<file path="config.mk">
export PLATFORM = sky130hd
export DESIGN_NAME = led_pwm_dimmer
export DESIGN_NICKNAME = d
export VERILOG_FILES = /design/src/rtl/led_pwm_dimmer_pkg.sv /design/src/rtl/pwm_tick_gen.sv /design/src/rtl/led_pwm_dimmer.sv
export SDC_FILE = /design/constraint.sdc
export NUM_CORES = 1
export LEC_CHECK = 0
export CAP_MARGIN = 25
export CELL_PAD_IN_SITES_DETAIL_PLACEMENT = 0
export CELL_PAD_IN_SITES_GLOBAL_PLACEMENT = 1
export CORE_MARGIN = 2
export CORE_UTILIZATION = 40
export CTS_BUF_LIST = sky130_fd_sc_hd__clkbuf_8
export CTS_CLUSTER_DIAMETER = 40
export DETAILED_ROUTE_END_ITERATION = 10
export PLACE_DENSITY_LB_ADDON = 0.05
export SETUP_SLACK_MARGIN = 0.02
export SYNTH_ARGS = -nofsm -noshare
export SYNTH_HDL_FRONTEND = slang
export SYNTH_HIERARCHICAL = 1
export SYNTH_SLANG_ARGS = --single-unit
</file>
<file path="constraint.sdc">
create_clock -name clk -period 2.25 [get_ports clk]
set_clock_uncertainty 0.2 [all_clocks]
set_input_delay 0.3375 -clock clk [delete_from_list [all_inputs] [get_ports clk]]
set_output_delay 0.3375 -clock clk [all_outputs]
set_load 0.01 [all_outputs]
</file>
<file path="src/rtl/led_pwm_dimmer_pkg.sv">
// led_pwm_dimmer_pkg: shared LED board constants and level-step decoding for the PWM dimmer.
package led_pwm_dimmer_pkg;
    localparam int LED_WIDTH = 16;
    localparam int LED_LEVEL_BITS = 4;
    localparam int LED_DEFAULT_LEVEL = 8;
    localparam int CLK_10MHZ_HZ = 10_000_000;
    localparam int LED_PWM_HZ = 1000;
    typedef enum logic [1:0] {STEP_HOLD, STEP_UP, STEP_DOWN} step_t;
    // Simultaneous up and down cancel out.
    function automatic step_t step_of(input logic up, input logic down);
        return (up && !down) ? STEP_UP : (down && !up) ? STEP_DOWN : STEP_HOLD;
    endfunction
endpackage

</file>
<file path="src/rtl/pwm_tick_gen.sv">
// pwm_tick_gen: slot-rate prescaler and PWM slot counter; flags the last cycle of each frame.
module pwm_tick_gen #(
    parameter int CLK_HZ = 10_000_000,
    parameter int PWM_HZ = 1000,
    parameter int LEVEL_BITS = 4
) (
    input  logic                  clk,
    input  logic                  reset_n,
    output logic                  tick,
    output logic [LEVEL_BITS-1:0] slot,
    output logic                  boundary
);
    localparam int TICK_DIV = CLK_HZ / (PWM_HZ * (2 ** LEVEL_BITS));
    localparam int PW = TICK_DIV > 1 ? $clog2(TICK_DIV) : 1;
    localparam logic [PW-1:0] TICK_LAST = PW'(TICK_DIV - 1);
    if (TICK_DIV < 1) begin : g_bad_div
        $error("pwm_tick_gen: CLK_HZ too low for PWM_HZ * 2**LEVEL_BITS");
    end
    logic [PW-1:0] prescaler;
    assign tick = prescaler == TICK_LAST;
    assign boundary = tick && slot == '1;
    always_ff @(posedge clk or negedge reset_n) begin
        if (!reset_n) begin
            prescaler <= '0;
            slot <= '0;
        end else begin
            prescaler <= tick ? '0 : prescaler + 1'b1;
            if (tick) slot <= slot + 1'b1;
        end
    end
endmodule

</file>
<file path="src/rtl/led_pwm_dimmer.sv">
// led_pwm_dimmer: frame-sampled LED pattern gated by a 4-bit PWM level stepped with up/down pulses.
module led_pwm_dimmer
    import led_pwm_dimmer_pkg::*;
#(
    parameter int WIDTH = LED_WIDTH,
    parameter int CLK_HZ = CLK_10MHZ_HZ,
    parameter int PWM_HZ = LED_PWM_HZ,
    parameter int LEVEL_BITS = LED_LEVEL_BITS,
    parameter int DEFAULT_LEVEL = LED_DEFAULT_LEVEL
) (
    input  logic                  clk,
    input  logic                  reset_n,
    input  logic [WIDTH-1:0]      led_in,
    input  logic                  level_up,
    input  logic                  level_down,
    output logic [WIDTH-1:0]      led_out,
    output logic [LEVEL_BITS-1:0] level,
    output logic                  frame_start
);
    localparam logic [LEVEL_BITS-1:0] LEVEL_MAX = '1;
    localparam logic [LEVEL_BITS-1:0] LEVEL_DEF = LEVEL_BITS'(DEFAULT_LEVEL);
    logic                  tick;
    logic                  unused_tick;
    logic                  boundary;
    logic [LEVEL_BITS-1:0] slot;
    logic [LEVEL_BITS-1:0] pending;
    logic [LEVEL_BITS-1:0] pending_next;
    logic [WIDTH-1:0]      shadow;
    logic [WIDTH-1:0]      gated;
    step_t                 step;
    assign unused_tick = tick;
    pwm_tick_gen #(
        .CLK_HZ(CLK_HZ),
        .PWM_HZ(PWM_HZ),
        .LEVEL_BITS(LEVEL_BITS)
    ) u_tick_gen (
        .clk(clk),
        .reset_n(reset_n),
        .tick(tick),
        .slot(slot),
        .boundary(boundary)
    );
    assign step = step_of(level_up, level_down);
    always_comb begin
        pending_next = (step == STEP_UP && pending != LEVEL_MAX) ? pending + 1'b1 :
                       (step == STEP_DOWN && pending != '0) ? pending - 1'b1 : pending;
    end
    // Full level must light every slot, including slot MAX where slot<level fails.
    always_comb begin
        gated = (level == '0) ? '0 :
                (level == LEVEL_MAX || slot < level) ? shadow : '0;
    end
    always_ff @(posedge clk or negedge reset_n) begin
        if (!reset_n) begin
            pending <= LEVEL_DEF;
            level <= LEVEL_DEF;
            shadow <= '0;
            led_out <= '0;
            frame_start <= 1'b0;
        end else begin
            pending <= pending_next;
            if (boundary) begin
                shadow <= led_in;
                level <= pending_next;
            end
            frame_start <= boundary;
            led_out <= gated;
        end
    end
endmodule

</file>
# After elaboration in Yosys (flattened, before gate mapping)
# Index checks and enable logic that the tools add are counted.
[op_classes] addsub=4 magnitude_cmp=1 n_eq_ne=6 n_mux=7 reduce_logical=10
[ops] op="16-bit 2-to-1 mux" count=2
[ops] op="10-bit by 1-bit adder with 10-bit output (second input constant)" count=1
[ops] op="10-bit == test (second input constant)" count=1
[ops] op="10-bit 2-to-1 mux" count=1
[ops] op="4-bit by 1-bit adder with 4-bit output (second input constant)" count=2
[ops] op="4-bit == test (second input constant)" count=2
[ops] op="4-bit 2-to-1 mux" count=2
[ops] op="1-bit logical AND" count=5
[ops] op="4-bit zero test" count=1
[ops] op="4-bit less-than comparator" count=1
[ops] op="2-bit 2-to-1 mux" count=2
[ops] op="4-bit != test (second input constant)" count=1
[ops] op="4-bit nonzero test" count=1
[ops] op="4-bit by 1-bit subtractor with 4-bit output (second input constant)" count=1
[ops] op="2-bit by 1-bit == test with 1-bit output (second input constant)" count=1
[ops] op="2-bit == test (second input constant)" count=1
[ops] op="1-bit zero test" count=2
[ops] op="1-bit logical OR" count=1
[totals] reg_bits=55 inputBits=20 out_inout_bits=21 word_cells=35

# Depth between registers and ports, before layout
[logic_depth] word_depth=8 ltp_mapped=9 mapped_depth_nobuf=8

# Hierarchy
# The synthesis kept the hierarchy.
[by_module_without_submodules] mod="led_pwm_dimmer" n_inst=1 cells_per_inst=151 area_per_inst_um2=1836.8 seq_area_each_um2=1028.5
[by_module_without_submodules] mod="pwm_tick_gen" n_inst=1 cells_per_inst=62 area_per_inst_um2=686.9 seq_area_each_um2=350.3

# Least setup slack after synthesis
# OpenSTA, ideal clock, no wires.
[synth_path] path_kind="register to register" start="register u_tick_gen.prescaler[2]" end="register shadow[0]" setup_ns=0.125 t_arrival_ns=1.962 t_required_ns=1.925 slack_ns=-0.037 stages_incl_launch_ff=6 n_path_buf=1 period_less_slack_ns=2.287 path_cell_list="dfrtp_1 -> or2_4 -> nor4_4 -> and4_2 -> buf_2 -> mux2_2"
[synth_via] elab_chain_cells=2
[synth_rtl] item="from (decl)" line_no="pwm_tick_gen.sv:19" text="logic [PW-1:0] prescaler;"
[synth_rtl] item="from (signal assigned)" line_no="pwm_tick_gen.sv:27" text="prescaler <= tick ? '0 : prescaler + 1'b1;"
[synth_rtl] item="10-bit == test" line_no="pwm_tick_gen.sv:20" text="assign tick = prescaler == TICK_LAST;"
[synth_rtl] item="named net tick" line_no="led_pwm_dimmer.sv:22" text="logic tick;"
[synth_rtl] item="1-bit logical AND" line_no="pwm_tick_gen.sv:21" text="assign boundary = tick && slot == '1;"
[synth_rtl] item="named net boundary" line_no="led_pwm_dimmer.sv:24" text="logic boundary;"
[synth_rtl] item="to (signal assigned)" line_no="led_pwm_dimmer.sv:63" text="shadow <= led_in;"
[synth_rtl] item="to (decl)" line_no="led_pwm_dimmer.sv:28" text="logic [WIDTH-1:0] shadow;"
# The timed path passes the listed nets, and every way through them passes these cells.
# A chain may end at the register's enable or synchronous reset.

# Final worst setup path
[layout_path] start="register u_tick_gen.prescaler[2]" end="register shadow[0]"
[layout_via] elab_chain_cells=2
[layout_rtl] item="10-bit == test" line_no="pwm_tick_gen.sv:20"
[layout_rtl] item="named net tick" line_no="led_pwm_dimmer.sv:22"
[layout_rtl] item="1-bit logical AND" line_no="pwm_tick_gen.sv:21"
# The timed path passes the listed nets, and every way through them passes these cells.

==> impl_metrics.json <==
{
  "cts_sinks": 55,
  "start_util_pct": 41.9,
  "fin_crit_sh_pct": 96.9,
  "synth_top_family_by_area": "simple AND/OR/NAND/NOR gates",
  "clock_path_buffers": 2,
  "syn_area_um2": 2520,
  "switchingPower_uw": 521,
  "drtIter0Drc": 68,
  "ctsRootBufferMaster": "clkbuf_8",
  "min_path_type": "flip-flop to flip-flop",
  "place.gp.congestion": 0.768,
  "cp_slowest_stage_delay_ns": 0.44,
  "vias_per_cell": 5.18,
  "netlist_instances": 213,
  "grt_pass1_wl_um": 8510,
  "grt_setup_unrepaired": "false",
  "synth.area.top_cells": "dfrtp_1 53%, mux2_2 8.0%, nand3_1 4.2%",
  "endpoint_kind": "flip-flop",
  "drive_gt1_share_pct": 20.1,
  "cp.required_ns": 2.24,
  "drc": 0,
  "cts_tree": "built",
  "synth_top_area_share_pct": 52.6,
  "grt_usage_pct": 15.0,
  "synth_edf_count": 0,
  "nNetsFinal": 291,
  "min_path_cells": 1,
  "status": "completed",
  "holdPathEnd": "u_tick_gen/prescaler[8]",
  "grt_max_degree": 37,
  "arrival_ns": 2.17,
  "synth_compound_area_share_pct": 10.2,
  "dpl_cell_area_um2": 3040,
  "r2r-end": "shadow[0]",
  "dp_slack_ns": 0.0762,
  "synth_xor_xnor_area_share_pct": 3.42,
  "overflow": 0,
  "crit_fanout": 11,
  "worst_slack_ns": 0.0692,
  "h-tree-depth": 2,
  "rrSetupSlack_ns": 0.07,
  "reg2reg_from": "u_tick_gen/prescaler[2]",
  "leakagePower_nw": 1.49,
  "start_kind": "flip-flop",
  "ys_types": 48,
  "dieWidth_um": 83.4,
  "syn_to_final_growth_pct": 26.0,
  "hpwl_um": 3360,
  "routed_wl_um": 5080,
  "cap_viol_max_count": 0,
  "critPathSlowestCell": "dfrtp_1",
  "synth_fa_ha_area_share_pct": 3.97,
  "synthSimpleGateAreaFrac_pct": 15.9,
  "dr.pass1.iters": 4,
  "async_flop_share_pct": 100,
  "vdd_drop_max_v": 0.000481,
  "crit_chain": "or2_4 -> nor4_4 -> and4_4 -> mux2_2",
  "synth_fp_nets": 241,
  "period_minus_slack_ns": 2.18,
  "pwr-share-seq_pct": 55.8,
  "relSlewSlack_pct": 67.4,
  "io_pins": 41,
  "core_um2": 6030,
  "path_class": "flip-flop to flip-flop",
  "fmax_mhz": 459,
  "setup_violations": 0,
  "intPower_mw": 1.45,
  "tns_ns": 0,
  "rr_worst_depth": 4,
  "hold_violations": 0,
  "die_h_um": 83.4,
  "wire_per_inst_um": 15.0,
  "clk_pin_slew_worst_paths_ns": 0.09,
  "port_buffers": 40,
  "antenna_found_initial": 0,
  "ant_nets": 0,
  "finalInstanceArea_um2": 3180,
  "yosys_warnings": 6,
  "swShare_pct": 26.4,
  "synth_top_area_cell": "dfrtp_1",
  "grt_pass1_vias": 1783,
  "std_cell_rows": 28,
  "synthMuxAreaShare_pct": 9.02,
  "clock_latency_ns": 0.30,
  "finalMaxSlewViolations": 0,
  "num_vias": 1755,
  "powerDensity_nw_per_um2": 620,
  "p_clk_share_pct": 29.9,
  "diodes": 0,
  "worstMarginPinSlew_ns": 0.489,
  "min_from": "u_tick_gen/prescaler[8]",
  "synth_flop_cell": "dfrtp_1",
  "dieArea_um2": 6960,
  "ys_seq_elements": 55,
  "syn_avg_cell_area_um2": 11.8,
  "p_comb_share_pct": 14.3,
  "yosysSeqAreaShare_pct": 54.6,
  "numCtsBuffers": 5
}
[metrics by stage]
step	util [%]	cells	power [mW]	hold WS, ns
after CTS	52.4	337	2.01	0.308
final	52.8	339	1.97	0.311
after detailed placement	50.5	328	1.41	0.128
after global routing	52.8	339	2.10	0.328
after global placement	50.5	328	1.41	0.126
after floorplan	-	213	1.31	-0.158
[repair_timing]
action / CTS / global route
gates resized for setup: 0 / 2
setup endpoints to repair: 0 / 20
hold buffers: 1 / 0
endpoints found under the hold margin: 17 / 0
buffers inserted: 0 / 0
[synthesized netlist by cell type, types with 2 or more instances]
library cell	number
ha_1	8
a21oi_1	16
nand4_1	2
nor3_1	3
nor2b_1	2
o21ai_0	4
xnor2_1	5
inv_1	10
dfstp_2	2
buf_2	5
mux2_2	18
nor2_1	12
nand2b_1	4
nand2_1	11
dfrtp_1	53
nand3_1	21
a21o_1	3
o211a_1	2
xor2_1	3
[sequential cells by signal, indices dropped and copies added (netlist names)]
name / count
u_tick_gen/prescaler: 10
led_out: 16
pending: 4
u_tick_gen/slot: 4
level: 4
shadow: 16
frame_start: 1
[how the worst max path moves through the flow]
stage,startpoint,endpoint,slack (ns),cells after the start
finish,u_tick_gen/prescaler[2],shadow[0],0.07,4
global route,u_tick_gen/prescaler[2],shadow[1],0.003,4
CTS,u_tick_gen/prescaler[1],shadow[13],0.04,6
detailed placement,u_tick_gen/prescaler[1],shadow[13],0.08,6
global placement,u_tick_gen/prescaler[1],shadow[11],0.12,6
floorplan,u_tick_gen/prescaler[0],shadow[0],0.02,7
[cells by family (layout without fill, tap and decap cells)]
kind of cell,count (synthesis),count (layout)
adders and majority gates,8,8
xor gates and xnor gates,9,9
muxes,20,20
AOI/OAI and AO/OA,36,36
DFF,55,55
buffers and inverters,17,66
and+or+nand+nor,68,70
[per-layer routing]
metal	GRT usage (%)	vias up	wire, um
met1	20.5	872	2530
met4	3.96	0	32
met5	0	-	0
met2	24.3	25	2370
met3	3.08	4	143
li1	-	854	-
[power by group through the flow]
stage	combinational [mW]	clock (mW)	sequential (mW)
detailed placement	0.290	0	1.12
floorplan	0.226	0	1.08
finish	0.282	0.589	1.10
CTS	0.291	0.617	1.10
global placement	0.289	0	1.12
global route	0.328	0.662	1.11
[layout by cell type, fill, tap and decap left out, types with 2 or more instances in the layout]
cell and count:
a21oi_1 16, dfstp_2 2, o211a_1 2, and4_4 3, a21o_1 3, nor3_1 3
inv_1 10, nor2_1 12, mux2_2 18, xor2_1 3, nor2b_1 2, nand3_1 21
nand2b_1 4, xnor2_1 5, nand4_1 2, o21ai_0 4, ha_1 8, nand2_1 11
dfrtp_1 53, clkdlybuf4s50_1 39, buf_4 6, clkbuf_8 7
[worst max-delay path, delay by kind of cell (launching register included)]
kind	cells	cell delay [ns]
flops	1	0.44
mux	1	0.36
simple gates	3	1.07
[layout make-up]
class / count / area [um^2]
fill: 592 / 2850
sequential: 55 / 1380
multi-input combinational: 143 / 1090
timing repair buffer: 48 / 470
clock buffer: 7 / 96.3
tap: 75 / 93.8
inverter: 10 / 37.5
clock inverter: 1 / 7.51
Note: power is estimated with default switching activity, not from simulation.
